`src/rtl/gb_interconnect_pkg.sv`:
```
// GLITCBUS slot interconnect shared types and helpers.
// FSM encoding, default bad-data word and the alias slot lookup.
package gb_interconnect_pkg;

  typedef enum logic [1:0] {
    ST_IDLE   = 2'd0,
    ST_STROBE = 2'd1,
    ST_WAIT   = 2'd2,
    ST_DONE   = 2'd3
  } state_e;

  localparam logic [31:0] BAD_DATA_DEFAULT = 32'hDEADBEEF;

  // Pick the bits-wide field of map at position slot.
  function automatic logic [7:0] slot_map(
    input int unsigned  slot,
    input logic [255:0] map,
    input int           bits
  );
    logic [255:0] sh;
    logic [7:0]   r;
    sh = map >> (slot * bits);
    r  = '0;
    for (int i = 0; i < 8; i++) begin
      if (i < bits) r[i] = sh[i];
    end
    return r;
  endfunction

endpackage

```
`src/rtl/gb_timeout_counter.sv`:
```
// Slave acknowledge timeout counter.
// Cleared by load, counts while enabled, flags when it reaches the limit.
module gb_timeout_counter #(
  parameter int WIDTH = 8
) (
  input  logic             clk_i,
  input  logic             rst_i,
  input  logic             load_i,
  input  logic             count_i,
  input  logic [WIDTH-1:0] limit_i,
`ifdef GB_INTERCONNECT_DEBUG_EN
  output logic [WIDTH-1:0] cnt_o,
`endif
  output logic             expire_o
);

  logic [WIDTH-1:0] cnt_q, cnt_d;

  // Next count: clear on load, otherwise count up without wrapping.
  always_comb begin
    cnt_d = cnt_q;
    if (load_i) begin
      cnt_d = '0;
    end else if (count_i && (cnt_q != '1)) begin
      cnt_d = cnt_q + 1'b1;
    end
  end

  // Count register.
  always_ff @(posedge clk_i) begin
    if (rst_i) cnt_q <= '0;
    else       cnt_q <= cnt_d;
  end

  assign expire_o = (cnt_q == limit_i);
`ifdef GB_INTERCONNECT_DEBUG_EN
  assign cnt_o = cnt_q;
`endif

endmodule

```
`src/rtl/gb_slot_interconnect.sv`:
```
// GLITCBUS local-side interconnect: registered slot select, alias map,
// ack handshake with timeout, bus errors. Option: GB_INTERCONNECT_DEBUG_EN.
module gb_slot_interconnect
  import gb_interconnect_pkg::*;
#(
  parameter int NUM_SLOTS  = 8,
  parameter int SLOT_LSB   = 4,
  parameter int SLOT_BITS  = 3,
  parameter int ADDR_WIDTH = 16,
  parameter int DATA_WIDTH = 32,
  parameter logic [SLOT_BITS*(2**SLOT_BITS)-1:0] ALIAS_MAP =
    {3'd3, 3'd2, 3'd5, 3'd4, 3'd3, 3'd2, 3'd1, 3'd0},
  parameter int TIMEOUT    = 15,
  parameter logic [DATA_WIDTH-1:0] BAD_DATA =
    DATA_WIDTH'(BAD_DATA_DEFAULT)
) (
  input  logic                            user_clk_i,
  input  logic                            user_rst_i,
  input  logic [ADDR_WIDTH-1:0]           gb_adr_i,
  input  logic [DATA_WIDTH-1:0]           gb_dat_i,
  input  logic                            gb_wr_i,
  input  logic                            gb_rd_i,
  output logic [DATA_WIDTH-1:0]           gb_dat_o,
  output logic                            gb_ack_o,
  output logic [ADDR_WIDTH-1:0]           slv_adr_o,
  output logic [DATA_WIDTH-1:0]           slv_dat_o,
  output logic [NUM_SLOTS-1:0]            slv_sel_o,
  output logic                            slv_wr_o,
  output logic                            slv_rd_o,
  input  logic [NUM_SLOTS*DATA_WIDTH-1:0] slv_dat_i,
  input  logic [NUM_SLOTS-1:0]            slv_ack_i,
`ifdef GB_INTERCONNECT_DEBUG_EN
  output logic [70:0]                     debug_o,
`endif
  output logic                            err_o,
  output logic [15:0]                     err_count_o
);

  localparam logic [255:0] MAP_EXT = 256'(ALIAS_MAP);

  state_e                state_q, state_d;
  logic [ADDR_WIDTH-1:0] adr_q, adr_d;
  logic [DATA_WIDTH-1:0] wdat_q, wdat_d;
  logic [NUM_SLOTS-1:0]  sel_q, sel_d;
  logic                  wr_q, wr_d;
  logic                  rd_q, rd_d;
  logic [DATA_WIDTH-1:0] rdat_q, rdat_d;
  logic                  ack_q, ack_d;
  logic [3:0]            phys_q, phys_d;
  logic                  terr_q, terr_d;
  logic                  err_q, err_d;
  logic [15:0]           ecnt_q, ecnt_d;

  logic [7:0]            phys_w;
  logic                  strobe;
  logic                  slv_ack;
  logic [DATA_WIDTH-1:0] slv_rdat;
  logic                  cnt_load;
  logic                  cnt_en;
  logic                  expire;
  logic                  done_err;
  logic                  drop;
  logic [16:0]           ecnt_sum;

  assign strobe = gb_rd_i | gb_wr_i;
  assign phys_w = slot_map(32'(gb_adr_i[SLOT_LSB+:SLOT_BITS]),
                           MAP_EXT, SLOT_BITS);

  // Route the selected slave's ack and read data.
  always_comb begin
    slv_ack  = 1'b0;
    slv_rdat = '0;
    for (int i = 0; i < NUM_SLOTS; i++) begin
      if (phys_q == 4'(i)) begin
        slv_ack  = slv_ack_i[i];
        slv_rdat = slv_dat_i[i*DATA_WIDTH+:DATA_WIDTH];
      end
    end
  end

`ifdef GB_INTERCONNECT_DEBUG_EN
  logic [7:0] tmo_cnt;
`endif

  gb_timeout_counter #(
    .WIDTH(8)
  ) u_tmo (
    .clk_i   (user_clk_i),
    .rst_i   (user_rst_i),
    .load_i  (cnt_load),
    .count_i (cnt_en),
    .limit_i (8'(TIMEOUT - 1)),
`ifdef GB_INTERCONNECT_DEBUG_EN
    .cnt_o   (tmo_cnt),
`endif
    .expire_o(expire)
  );

  // Transaction FSM next state and registered outputs.
  always_comb begin
    state_d  = state_q;
    adr_d    = adr_q;
    wdat_d   = wdat_q;
    sel_d    = sel_q;
    wr_d     = 1'b0;
    rd_d     = 1'b0;
    rdat_d   = rdat_q;
    ack_d    = 1'b0;
    phys_d   = phys_q;
    terr_d   = terr_q;
    cnt_load = 1'b0;
    cnt_en   = 1'b0;
    done_err = 1'b0;
    drop     = 1'b0;
    unique case (state_q)
      ST_IDLE: begin
        if (strobe) begin
          adr_d  = gb_adr_i;
          wdat_d = gb_dat_i;
          if ((phys_w >= 8'(NUM_SLOTS)) || (gb_rd_i && gb_wr_i)) begin
            state_d = ST_DONE;
            rdat_d  = BAD_DATA;
            terr_d  = 1'b1;
          end else begin
            state_d = ST_STROBE;
            phys_d  = phys_w[3:0];
            rd_d    = gb_rd_i;
            wr_d    = gb_wr_i;
            terr_d  = 1'b0;
            sel_d   = '0;
            for (int i = 0; i < NUM_SLOTS; i++) begin
              if (phys_w == 8'(i)) sel_d[i] = 1'b1;
            end
          end
        end
      end
      ST_STROBE: begin
        cnt_load = 1'b1;
        state_d  = ST_WAIT;
      end
      ST_WAIT: begin
        cnt_en = 1'b1;
        if (slv_ack) begin
          rdat_d  = slv_rdat;
          sel_d   = '0;
          state_d = ST_DONE;
        end else if (expire) begin
          rdat_d  = BAD_DATA;
          terr_d  = 1'b1;
          sel_d   = '0;
          state_d = ST_DONE;
        end
      end
      ST_DONE: begin
        ack_d    = 1'b1;
        done_err = terr_q;
        state_d  = ST_IDLE;
      end
      default: state_d = ST_IDLE;
    endcase
    if ((state_q != ST_IDLE) && strobe) drop = 1'b1;
  end

  // Sticky error flag and saturating error count.
  always_comb begin
    ecnt_sum = 17'(ecnt_q) + 17'(done_err) + 17'(drop);
    ecnt_d   = ecnt_sum[16] ? 16'hFFFF : ecnt_sum[15:0];
    err_d    = err_q | done_err | drop;
  end

  // State and output registers.
  always_ff @(posedge user_clk_i) begin
    if (user_rst_i) begin
      state_q <= ST_IDLE;
      adr_q   <= '0;
      wdat_q  <= '0;
      sel_q   <= '0;
      wr_q    <= 1'b0;
      rd_q    <= 1'b0;
      rdat_q  <= '0;
      ack_q   <= 1'b0;
      phys_q  <= '0;
      terr_q  <= 1'b0;
      err_q   <= 1'b0;
      ecnt_q  <= '0;
    end else begin
      state_q <= state_d;
      adr_q   <= adr_d;
      wdat_q  <= wdat_d;
      sel_q   <= sel_d;
      wr_q    <= wr_d;
      rd_q    <= rd_d;
      rdat_q  <= rdat_d;
      ack_q   <= ack_d;
      phys_q  <= phys_d;
      terr_q  <= terr_d;
      err_q   <= err_d;
      ecnt_q  <= ecnt_d;
    end
  end

  assign gb_dat_o    = rdat_q;
  assign gb_ack_o    = ack_q;
  assign slv_adr_o   = adr_q;
  assign slv_dat_o   = wdat_q;
  assign slv_sel_o   = sel_q;
  assign slv_wr_o    = wr_q;
  assign slv_rd_o    = rd_q;
  assign err_o       = err_q;
  assign err_count_o = ecnt_q;

`ifdef GB_INTERCONNECT_DEBUG_EN
  assign debug_o = {state_q, phys_q, tmo_cnt, 16'(slv_ack_i),
                    gb_rd_i, gb_wr_i, ack_q, err_q,
                    32'(rdat_q), 5'd0};
`endif

endmodule

```
`config.mk`:
```
export PLATFORM = sky130hd
export DESIGN_NAME = gb_slot_interconnect
export DESIGN_NICKNAME = d
export VERILOG_FILES = /design/src/rtl/gb_interconnect_pkg.sv /design/src/rtl/gb_timeout_counter.sv /design/src/rtl/gb_slot_interconnect.sv
export SDC_FILE = /design/constraint.sdc
export NUM_CORES = 1
export LEC_CHECK = 0
export CAP_MARGIN = 10
export CORE_AREA = 3 3 166 168
export CTS_CLUSTER_DIAMETER = 120
export DETAILED_ROUTE_END_ITERATION = 8
export DIE_AREA = 0 0 169 171
export MAX_ROUTING_LAYER = met4
export SLEW_MARGIN = 40
export SYNTH_ARGS = -nofsm -noshare
export SYNTH_HDL_FRONTEND = slang
export SYNTH_SLANG_ARGS = --single-unit
```
`constraint.sdc`:
```
create_clock -name user_clk_i -period 8.5 [get_ports user_clk_i]
set_input_delay 1.7 -clock user_clk_i [delete_from_list [all_inputs] [get_ports user_clk_i]]
set_output_delay 1.7 -clock user_clk_i [all_outputs]
set_load 0.02 [all_outputs]
```
==> flow_summary.yaml, run 1 <==
synthesis:
  yosys-top-cells-count: "132 x nand2_1, 122 x dfxtp_1, 86 x a21oi_1, 58 x nor2_1, 44 x clkbuf_1"
  synth_flop_cell: "dfxtp_1"
  synth_edf_count: 0
  yosysMostFrequentCell: "nand2_1"
  synth_warnings: 0
  synth_area_leaders: "dfxtp_1 35%, nand2_1 7.1%, mux4_2 6.5%"
  synthCells: 812
  async_flop_share: 0
  syn_area_per_cell_um2: 8.55
  synth_cell_type_count: 58
  syn_area_mm2: 0.00694
  synth_largest_area_cell: "dfxtp_1"
  synth-seq-cells: 122
  synth_top_area_frac: 0.352
  synth_seq_area_share: 0.352
  synth_nets: 1139
floorplanning:
  die_x_um: 169
  die_y_um: 171
  boundaryPins: 424
  initial_utilization: 0.266
  rows: 59
global_routing:
  grtUsageTotal: 0.210
  grt_pass1_wl_um: 45600
  grt_overflow: 0
  antenna_found_initial: 11
  grt_pass1_vias: 7794
  grt_max_degree: 83
clocking:
  clock-sinks: 122
  cts_inserted_buffers: 17
  ctsHtreeMaxLevel: 4
  clk_path_buf_depth: 2
  cts_setup_buffers: 0
  clock-root-buffer: "clkbuf_16"
  hold_buffers: 0
  cts_resized: 0
place:
  dp_hpwl_um: 23800
  routabilityCongestion: 0.826
  port_buffers: 423
outcome:
  lastStage: "detailed routing (5_2_route)"
  outcome: "aborted with a tool error"
  run.stop_error: "[ERROR DRT-0255] Maze Route cannot find path of net user_clk_i in worker of routeBox ( 144900 0 ) ( 169000 48300 )."
## cells by family after synthesis
family | after synthesis | synth area share
AO/OA/AOI/OAI | 229 | 0.227
flip-flops | 122 | 0.352
AND/OR/NAND/NOR | 263 | 0.166
buffers and inverters | 87 | 0.0517
multiplexers | 84 | 0.162
XOR/XNOR | 16 | 0.0202
adder cells (fa/ha/maj) | 11 | 0.0209
## stage by stage
stage	area (µm²)	setup slack (ns)	cells	hold WS (ns)	util
after floorplan	6940	4.43	812	0.478	-
after global placement	11400	3.47	1510	0.442	0.437
after detailed placement	11400	3.41	1511	0.445	0.437
after CTS	12000	3.83	1543	0.455	0.461
after global routing	12000	3.58	1554	0.471	0.462
## per-layer routing
layer and track usage:
met5 -, met2 0.338, met1 0.246, met3 0.0661
met4 0.0808
==> run 2: changes to the inputs <==
--- a/config.mk
+++ b/config.mk
@@ -6,11 +6,10 @@
 export NUM_CORES = 1
 export LEC_CHECK = 0
 export CAP_MARGIN = 10
-export CORE_AREA = 3 3 166 168
-export CTS_CLUSTER_DIAMETER = 120
+export CORE_MARGIN = 3
+export CORE_UTILIZATION = 20
 export DETAILED_ROUTE_END_ITERATION = 8
-export DIE_AREA = 0 0 169 171
-export MAX_ROUTING_LAYER = met4
+export PLACE_DENSITY_LB_ADDON = 0.15
 export SLEW_MARGIN = 40
 export SYNTH_ARGS = -nofsm -noshare
 export SYNTH_HDL_FRONTEND = slang
==> run 2 against run 1 <==
  * Area after synthesis stayed put
  * Synthesized cell count stayed put
  * The run now ends clean
  * Global-route usage is 3.6 points lower
==> flow_summary.yaml, run 2 <==
outcome:
  outcome: "completed"
timing:
  tightest_slew_ns: 0.746
  skew_ns: 0.0128
  slew_headroom: 0.502
  holdWs_ns: 0.451
  hold_viol: 0
  drv_slew: 0
  fmax_ghz: 0.212
  finalSetupViolations: 0
  min_period_ns: 4.73
  fin_crit_sh: 0.556
  grt_setup_unrepaired: "false"
  final.setup.tns_ns: 0
clocking:
  clk_pin_slew_ns: 0.06
  cts_tree: "built"
  clk_path_buf_depth: 2
  cts_resized: 0
  clock_latency_ns: 0.42
  ctsHtreeMaxLevel: 4
  clock-sinks: 122
  clock-root-buffer: "clkbuf_16"
  hold_buffers: 0
  cts_setup_buffers: 0
  cts_inserted_buffers: 17
global_routing:
  use_met1: 0.201
  grt.busiest_layer: "met2"
  grt_overflow: 0
  grtUsageTotal: 0.174
  grt_use_met3: 0.0685
  grt_max_degree: 70
  grt_pass1_wl_um: 48500
  antenna_found_initial: 10
  grt_util_met2: 0.305
  grt_pass1_vias: 7769
cells_and_area:
  nets: 1522
  final_cell_mix: "422 x clkdlybuf4s50_1, 132 x nand2_1, 119 x dfxtp_1"
  final_util: 0.360
  nFillCells: 3525
  final_common_cell: "clkdlybuf4s50_1"
  final_cell_area_mm2: 0.0122
  fin_cells: 1659
  drive_gt1_frac: 0.0952
  syn_to_final_growth_pct: 75.7
drt:
  drtIter0Drc: 332
  firstDrtPassIters: 5
  vias: 7613
  routed_via_density: 4.59
  drtAntennaViolNets: 0
  wl_per_cell_um: 19.9
  drc: 0
  wl_um: 33100
synthesis:
  synth_largest_area_cell: "dfxtp_1"
  synthCells: 812
  synth_warnings: 0
  synth_cell_type_count: 58
  syn_area_per_cell_um2: 8.55
  synth-seq-cells: 122
  yosys-top-cells-count: "132 x nand2_1, 122 x dfxtp_1, 86 x a21oi_1, 58 x nor2_1, 44 x clkbuf_1"
  synth_seq_area_share: 0.352
  synth_edf_count: 0
  synth_nets: 1139
  synth_area_leaders: "dfxtp_1 35%, nand2_1 7.1%, mux4_2 6.5%"
  async_flop_share: 0
  yosysMostFrequentCell: "nand2_1"
  syn_area_mm2: 0.00694
  synth_flop_cell: "dfxtp_1"
  synth_top_area_frac: 0.352
floorplanning:
  core_area_mm2: 0.0339
  rows: 67
  dieArea_mm2: 0.0370
  initial_utilization: 0.205
  die_x_um: 192
  boundaryPins: 424
  die_y_um: 192
critical_path:
  end_kind: "flop"
  cp_slowest_stage_delay_ns: 0.50
  r2r_slack_ns: 4.98
  critPathSlowestCell: "clkdlybuf4s50_1"
  rr_worst_depth: 11
  cp-start-kind: "input pin"
  worst_ep_arrival_time_ns: 5.06
  crit_fanout: 14
  timing.rr.start: "state_q[0]"
  reg2reg_to: "err_count_o[1]"
  path_cells: "clkdlybuf4s50_1 -> inv_1 -> ha_1 -> or2_2 -> fa_1 -> inv_1 -> ha_1 -> nand3_1 -> nor2_1 -> and4_1 -> nand3_1 -> a21oi_1"
  critPathKind: "input pin to flop"
  required_ns: 8.83
place:
  port_buffers: 423
  dp_hpwl_um: 25600
  routabilityCongestion: 0.807
  placedCellCount: 1624
  placed_area_mm2: 0.0115
power:
  leakage_nw: 4.27
  powerDensity_mw_per_mm2: 237
  irDropWorstVdd_uv: 120
min_path:
  worstHoldStart: "slv_adr_o[10]"
  min_to: "slv_adr_o[10]"
  hold_path_depth: 2
  hold_path.class: "flop to flop"
flow_run:
  cap_violations: 0
==> run 2: cell counts after synthesis <==
Identical to the previous run, type by type.
==> run 2: cells by family (layout without fill, tap and decap cells) <==
group / count (synthesis) / after routing / synth area share
compound gates: 229 / 229 / 0.227
other cells: 0 / 3 / 0
flops: 122 / 122 / 0.352
mux: 84 / 84 / 0.162
xor+xnor: 16 / 16 / 0.0202
fa+ha+maj: 11 / 11 / 0.0209
buf+inv: 87 / 483 / 0.0517
simple gates: 263 / 263 / 0.166
==> run 2: worst max path at each step <==
stage | from | endpoint | depth (start not counted)
after floorplan | gb_wr_i | err_count_o[10] | 12
after global routing | gb_wr_i | err_count_o[1] | 12
final | gb_wr_i | err_count_o[1] | 12
after detailed placement | gb_wr_i | err_count_o[13] | 12
after global placement | gb_wr_i | err_count_o[0] | 12
after CTS | gb_wr_i | err_count_o[13] | 12
==> run 2: layout make-up <==
| class | count | area (µm²) | area share |
|---|---|---|---|
| Clock buffer | 19 | 453 | 0.0372 |
| Timing Repair Buffer | 431 | 4300 | 0.353 |
| Sequential cell | 122 | 2450 | 0.201 |
| Inverter | 20 | 75.1 | 0.00616 |
| Clock inverter | 13 | 190 | 0.0156 |
| Antenna cell | 3 | 7.51 | 0.000616 |
| Multi-Input combinational cell | 603 | 4160 | 0.341 |
| Tap cell | 448 | 561 | 0.0460 |
==> run 2: per-layer routing <==
metal	routed length, µm	vias up
li1	-	3734
met1	13300	3546
met2	16300	286
met3	3010	33
met4	336	14
met5	97	-
==> run 2: stage by stage <==
step	total power [mW]	worst slack, ns
after detailed placement	2.11	3.36
after global routing	3.07	3.45
after CTS	2.93	3.80
after global placement	2.11	3.41
final	2.88	3.77
after floorplan	1.52	4.43
==> run 2: worst max-delay path: cells and delay by family <==
kind / cells / cell delay [ns]
and+or+nand+nor: 5 / 1.52
adders and majority gates: 3 / 0.90
buffers and inverters: 3 / 0.64
AOI/OAI and AO/OA: 1 / 0.29
==> run 2: power breakdown <==
part	total (mW)	leakage [nW]	switching, mW	internal [mW]
registers	0.801	0.999	0.0952	0.705
logic	1.29	2.96	0.691	0.594
clock network	0.798	0.311	0.288	0.509
No activity file was read; power rests on OpenSTA's default activity.
==> run 3: changes to the inputs <==
==> constraint.sdc (replaced) <==
create_clock -name user_clk_i -period 4.5 [get_ports user_clk_i]
set_input_delay 0.9 -clock user_clk_i [delete_from_list [all_inputs] [get_ports user_clk_i]]
set_output_delay 0.9 -clock user_clk_i [all_outputs]
set_load 0.02 [all_outputs]
==> run 3 against run 2 <==
  * Global-route usage is essentially flat
  * Combinational power up 90%
  * Worst setup slack got worse by 2.7 ns
  * Utilization down 0.23 points
  * Clock skew is 0.0027 ns lower
  * Sequential share of layout area increased by 0.13 points
  * Die area unchanged
  * Non-clock buffer count increased by 5
  * Worst hold slack hardly changed
  * Critical path type unchanged
==> flow_summary.yaml, run 3 (synthesized netlist as in run 2, its figures left out) <==
clocking:
  cts_setup_buffers: 0
  cts_resized: 0
  clk_pin_slew_ns: 0.06
  hold_buffers: 0
  cts_tree: "built"
  clk_path_buf_depth: 2
  ctsHtreeMaxLevel: 4
  clock-root-buffer: "clkbuf_16"
  clock_latency_ns: 0.42
  clock-sinks: 122
  cts_inserted_buffers: 17
critical_path:
  critPathKind: "input pin to flop"
  cp-start-kind: "input pin"
  crit_fanout: 14
  cp-startpoint: "gb_wr_i"
  required_ns: 4.83
  end_kind: "flop"
  timing.rr.start: "state_q[0]"
  worst_ep_arrival_time_ns: 3.79
timing:
  drv_slew: 0
  skew_ns: 0.0101
  fin_ws_ns: 1.04
  final.setup.tns_ns: 0
  slew_headroom: 0.554
  finalSetupViolations: 0
  min_period_ns: 3.46
  grt_setup_unrepaired: "false"
  hold_viol: 0
  fin_crit_sh: 0.769
  fmax_ghz: 0.289
  tightest_slew_ns: 0.669
global_routing:
  grt_max_degree: 90
  grt_pass1_wl_um: 48300
  antenna_found_initial: 7
  grt_pass1_vias: 7807
  grt_overflow: 0
  grtUsageTotal: 0.174
power:
  p_int_mw: 3.16
  p_switching_mw: 2.03
  pwr-share-comb: 0.471
  leakage_nw: 4.23
  power_frac_clock: 0.240
  irDropWorstVdd_uv: 223
  swShare: 0.392
  powerDensity_mw_per_mm2: 429
  seqPwrFrac: 0.289
floorplanning:
  rows: 67
  die_x_um: 192
  boundaryPins: 424
  core_area_mm2: 0.0339
  initial_utilization: 0.205
  dieArea_mm2: 0.0370
  die_y_um: 192
drt:
  drtAntennaViolNets: 0
  firstDrtPassIters: 6
  vias: 7618
  wl_per_cell_um: 19.8
  drtIter0Drc: 370
  routed_via_density: 4.58
  drc: 0
  wl_um: 33000
outcome:
  outcome: "completed"
min_path:
  hold_path.class: "flop to flop"
  worstHoldStart: "slv_dat_o[11]"
flow_run:
  cap_violations: 0
cells_and_area:
  final_cell_mix: "422 x clkdlybuf4s50_1, 132 x nand2_1, 119 x dfxtp_1"
  final_util: 0.358
  syn_to_final_growth_pct: 74.5
  nets: 1527
  final_common_cell: "clkdlybuf4s50_1"
  drive_gt1_frac: 0.0981
place:
  routabilityCongestion: 0.806
  port_buffers: 423
  dp_hpwl_um: 25900
  place_ws_ns: 0.621
==> run 3: worst paths after layout <==
path	end	slack, ns	depth (start not counted)
hold / removal	slv_dat_o[11]	0.45	2
setup / recovery	err_count_o[0]	1.04	13
setup reg to reg	err_count_o[0]	1.41	12
hold reg to reg	slv_dat_o[11]	0.45	2
==> run 3: layer usage <==
| layer | routed length, µm | global-route usage | vias up | part of all wire |
|---|---|---|---|---|
| met5 | 76 | 0 | - | 0.0023 |
| met1 | 13500 | 0.204 | 3545 | 0.41 |
| met2 | 16000 | 0.301 | 287 | 0.49 |
| met3 | 2960 | 0.0638 | 34 | 0.090 |
| li1 | - | - | 3740 | - |
| met4 | 433 | 0.0423 | 12 | 0.013 |
==> run 3: cell type report <==
class,count,area (µm²)
clock inverter,15,103
multi-input combinational,603,4160
clock buffer,17,425
sequential,122,2450
antenna,1,2.50
tap,448,561
inverter,20,75.1
fill,3546,21800
timing repair buffer,436,4340
==> run 3: power by group through the flow <==
stage,combinational (mW),clock (mW),sequential (mW)
global route,2.67,1.34,1.53
finish,2.45,1.25,1.50
floorplan,1.13,0,1.74
global placement,2.49,0,1.52
detailed placement,2.48,0,1.53
CTS,2.50,1.30,1.50
==> run 3: worst max-delay path, cell delays in order <==
cell,delay [ns]
clkdlybuf4s50_1,0.49
inv_1,0.07
ha_1,0.27
or2_2,0.34
fa_1,0.43
inv_1,0.07
ha_1,0.21
nand3_1,0.14
nor2_1,0.17
and4_1,0.25
nand3_1,0.09
buf_4,0.20
a21oi_1,0.15
==> run 3: metrics by stage <==
step	std cells	power (mW)	hold slack (ns)	cell area [µm²]
CTS	1661	5.30	0.455	12100
global placement	1629	4.00	0.441	11600
floorplan	812	2.87	0.478	6940
global route	1661	5.54	0.466	12100
detailed placement	1629	4.01	0.446	11600
finish	1662	5.19	0.452	12100
==> run 4: changes to the inputs <==
==> constraint.sdc (replaced) <==
create_clock -name user_clk_i -period 2.85 [get_ports user_clk_i]
set_input_delay 0.57 -clock user_clk_i [delete_from_list [all_inputs] [get_ports user_clk_i]]
set_output_delay 0.57 -clock user_clk_i [all_outputs]
set_load 0.02 [all_outputs]
==> run 4 against run 3 <==
  * Register-to-register slack got worse by 1.0 ns
  * Clock power rose by 78%
  * Global-route usage barely moved
  * Sequential share of layout area fell by 0.50 points
  * Clock skew rose by 0.0032 ns
  * Die area did not move
  * Worst hold slack got worse by 0.00079 ns
  * Critical path type unchanged
  * Critical endpoint is now err_count_o[1]
  * Largest cell class unchanged
  * Largest power group unchanged
  * Highest routed layer unchanged
==> flow_summary.yaml, run 4 (synthesized netlist as in run 2, its figures left out) <==
place:
  placed_area_mm2: 0.0118
  routabilityCongestion: 0.812
  dp_hpwl_um: 26100
  port_buffers: 423
clocking:
  clk_path_buf_depth: 2
  clock-sinks: 122
  ctsHtreeMaxLevel: 4
  cts_setup_buffers: 0
  hold_buffers: 0
  clk_pin_slew_ns: 0.05
  clock-root-buffer: "clkbuf_16"
  cts_tree: "built"
  cts_inserted_buffers: 17
  clock_latency_ns: 0.42
power:
  p_switching_mw: 3.26
  swShare: 0.379
  powerDensity_mw_per_mm2: 692
  power_frac_clock: 0.259
  power_mw: 8.60
  seqPwrFrac: 0.272
  pwr-share-comb: 0.469
  leakage_nw: 4.39
  p_int_mw: 5.34
  irDropWorstVdd_uv: 370
floorplanning:
  dieArea_mm2: 0.0370
  initial_utilization: 0.205
  core_area_mm2: 0.0339
  rows: 67
  die_x_um: 192
  die_y_um: 192
  boundaryPins: 424
critical_path:
  worst_ep_arrival_time_ns: 3.04
  timing.rr.start: "state_q[0]"
  critPathKind: "input pin to flop"
  end_kind: "flop"
  required_ns: 3.19
  cp-startpoint: "gb_wr_i"
  cp-start-kind: "input pin"
  crit_fanout: 7
drt:
  vias: 7756
  wl_um: 33200
  wl_per_cell_um: 19.7
  drc: 0
  firstDrtPassIters: 5
  drtIter0Drc: 354
  routed_via_density: 4.61
  drtAntennaViolNets: 0
cells_and_area:
  nFillCells: 3516
  syn_to_final_growth_pct: 79.0
  drive_gt1_frac: 0.117
  antenna_cells: 0
  final_common_cell: "clkdlybuf4s50_1"
  final_cell_mix: "422 x clkdlybuf4s50_1, 132 x nand2_1, 119 x dfxtp_1"
  multi_input_area_mm2: 0.00418
  area.sequential_mm2: 0.00245
  nets: 1548
  final_cell_area_mm2: 0.0124
min_path:
  worstHoldStart: "slv_dat_o[31]"
  hold_path.class: "flop to flop"
global_routing:
  grt_max_degree: 61
  grt_overflow: 0
  grt_pass1_wl_um: 48500
  antenna_found_initial: 4
  grtUsageTotal: 0.174
  grt_pass1_vias: 7778
timing:
  drv_slew: 0
  finalSetupViolations: 0
  tightest_slew_ns: 0.778
  min_period_ns: 2.70
  slew_headroom: 0.481
  grt_setup_unrepaired: "false"
  fmax_ghz: 0.371
  skew_ns: 0.0133
  fin_crit_sh: 0.946
  hold_viol: 0
flow_run:
  cap_violations: 0
outcome:
  outcome: "completed"
==> run 4: cell types whose count changed in the layout (fill, tap and decap cells not counted), sizes merged, moves of 2 or more <==
| cell | previous run | this run |
|---|---|---|
| inv | 23 | 25 |
| clkinvlp | 6 | 2 |
| bufinv | 0 | 2 |
| buf | 14 | 35 |
==> run 4: layout make-up <==
class	count	area share
Tap cell	448	0.0451
Clock inverter	14	0.0130
Timing Repair Buffer	457	0.367
Inverter	20	0.00604
Multi-Input combinational cell	603	0.336
Clock buffer	18	0.0354
Sequential cell	122	0.197
==> run 4: critical path: stages <==
cell and delay, ns:
clkdlybuf4s50_1 0.49, inv_1 0.06, ha_1 0.22, or2_4 0.25, fa_2 0.37, inv_1 0.09, ha_4 0.14, nand3_2 0.08
nor2_2 0.13, and4_1 0.24, nand3_2 0.10, buf_6 0.15, a21oi_1 0.13
==> run 4: path summary, 6_finish.rpt <==
path	endpoint	slack [ns]	depth (start not counted)
hold / removal	slv_dat_o[31]	0.45	2
setup reg to reg	err_count_o[1]	0.38	12
hold reg to reg	slv_dat_o[31]	0.45	2
setup / recovery	err_count_o[1]	0.15	13
==> run 4: layer usage <==
layer  GRT usage  wire length, µm  up-vias
met5           0               34        -
li1            -                -     3773
met1       0.208            13600     3644
met4      0.0409              436        4
met3      0.0578             3010       33
met2       0.302            16200      302
==> run 4: power by group through the flow <==
stage                     clock [mW]  combinational, mW  sequential (mW)
final                           2.23               4.03             2.34
after global routing            2.37               4.38             2.39
after global placement             0               4.07             2.36
after detailed placement           0               4.07             2.37
after CTS                       2.31               4.08             2.34
after floorplan                    0               1.78             2.75
==> run 4: repair_timing <==
action / in CTS / in global routing
endpoints found under the setup margin: 0 / 15
gates resized for setup: 0 / 8
endpoints found under the hold margin: 0 / 0
==> run 4: through the flow <==
stage | util | setup slack, ns | cells | TNS, ns | hold WS, ns
2_1_floorplan | - | 0.0131 | 812 | 0 | 0.478
4_1_cts | 0.366 | 0.0249 | 1682 | 0 | 0.454
3_5_place_dp | 0.348 | -0.418 | 1650 | -6.34 | 0.445
6_report | 0.367 | 0.153 | 1682 | 0 | 0.451
5_1_grt | 0.367 | 0.0198 | 1682 | 0 | 0.469
3_3_place_gp | 0.348 | -0.388 | 1650 | -5.85 | 0.442
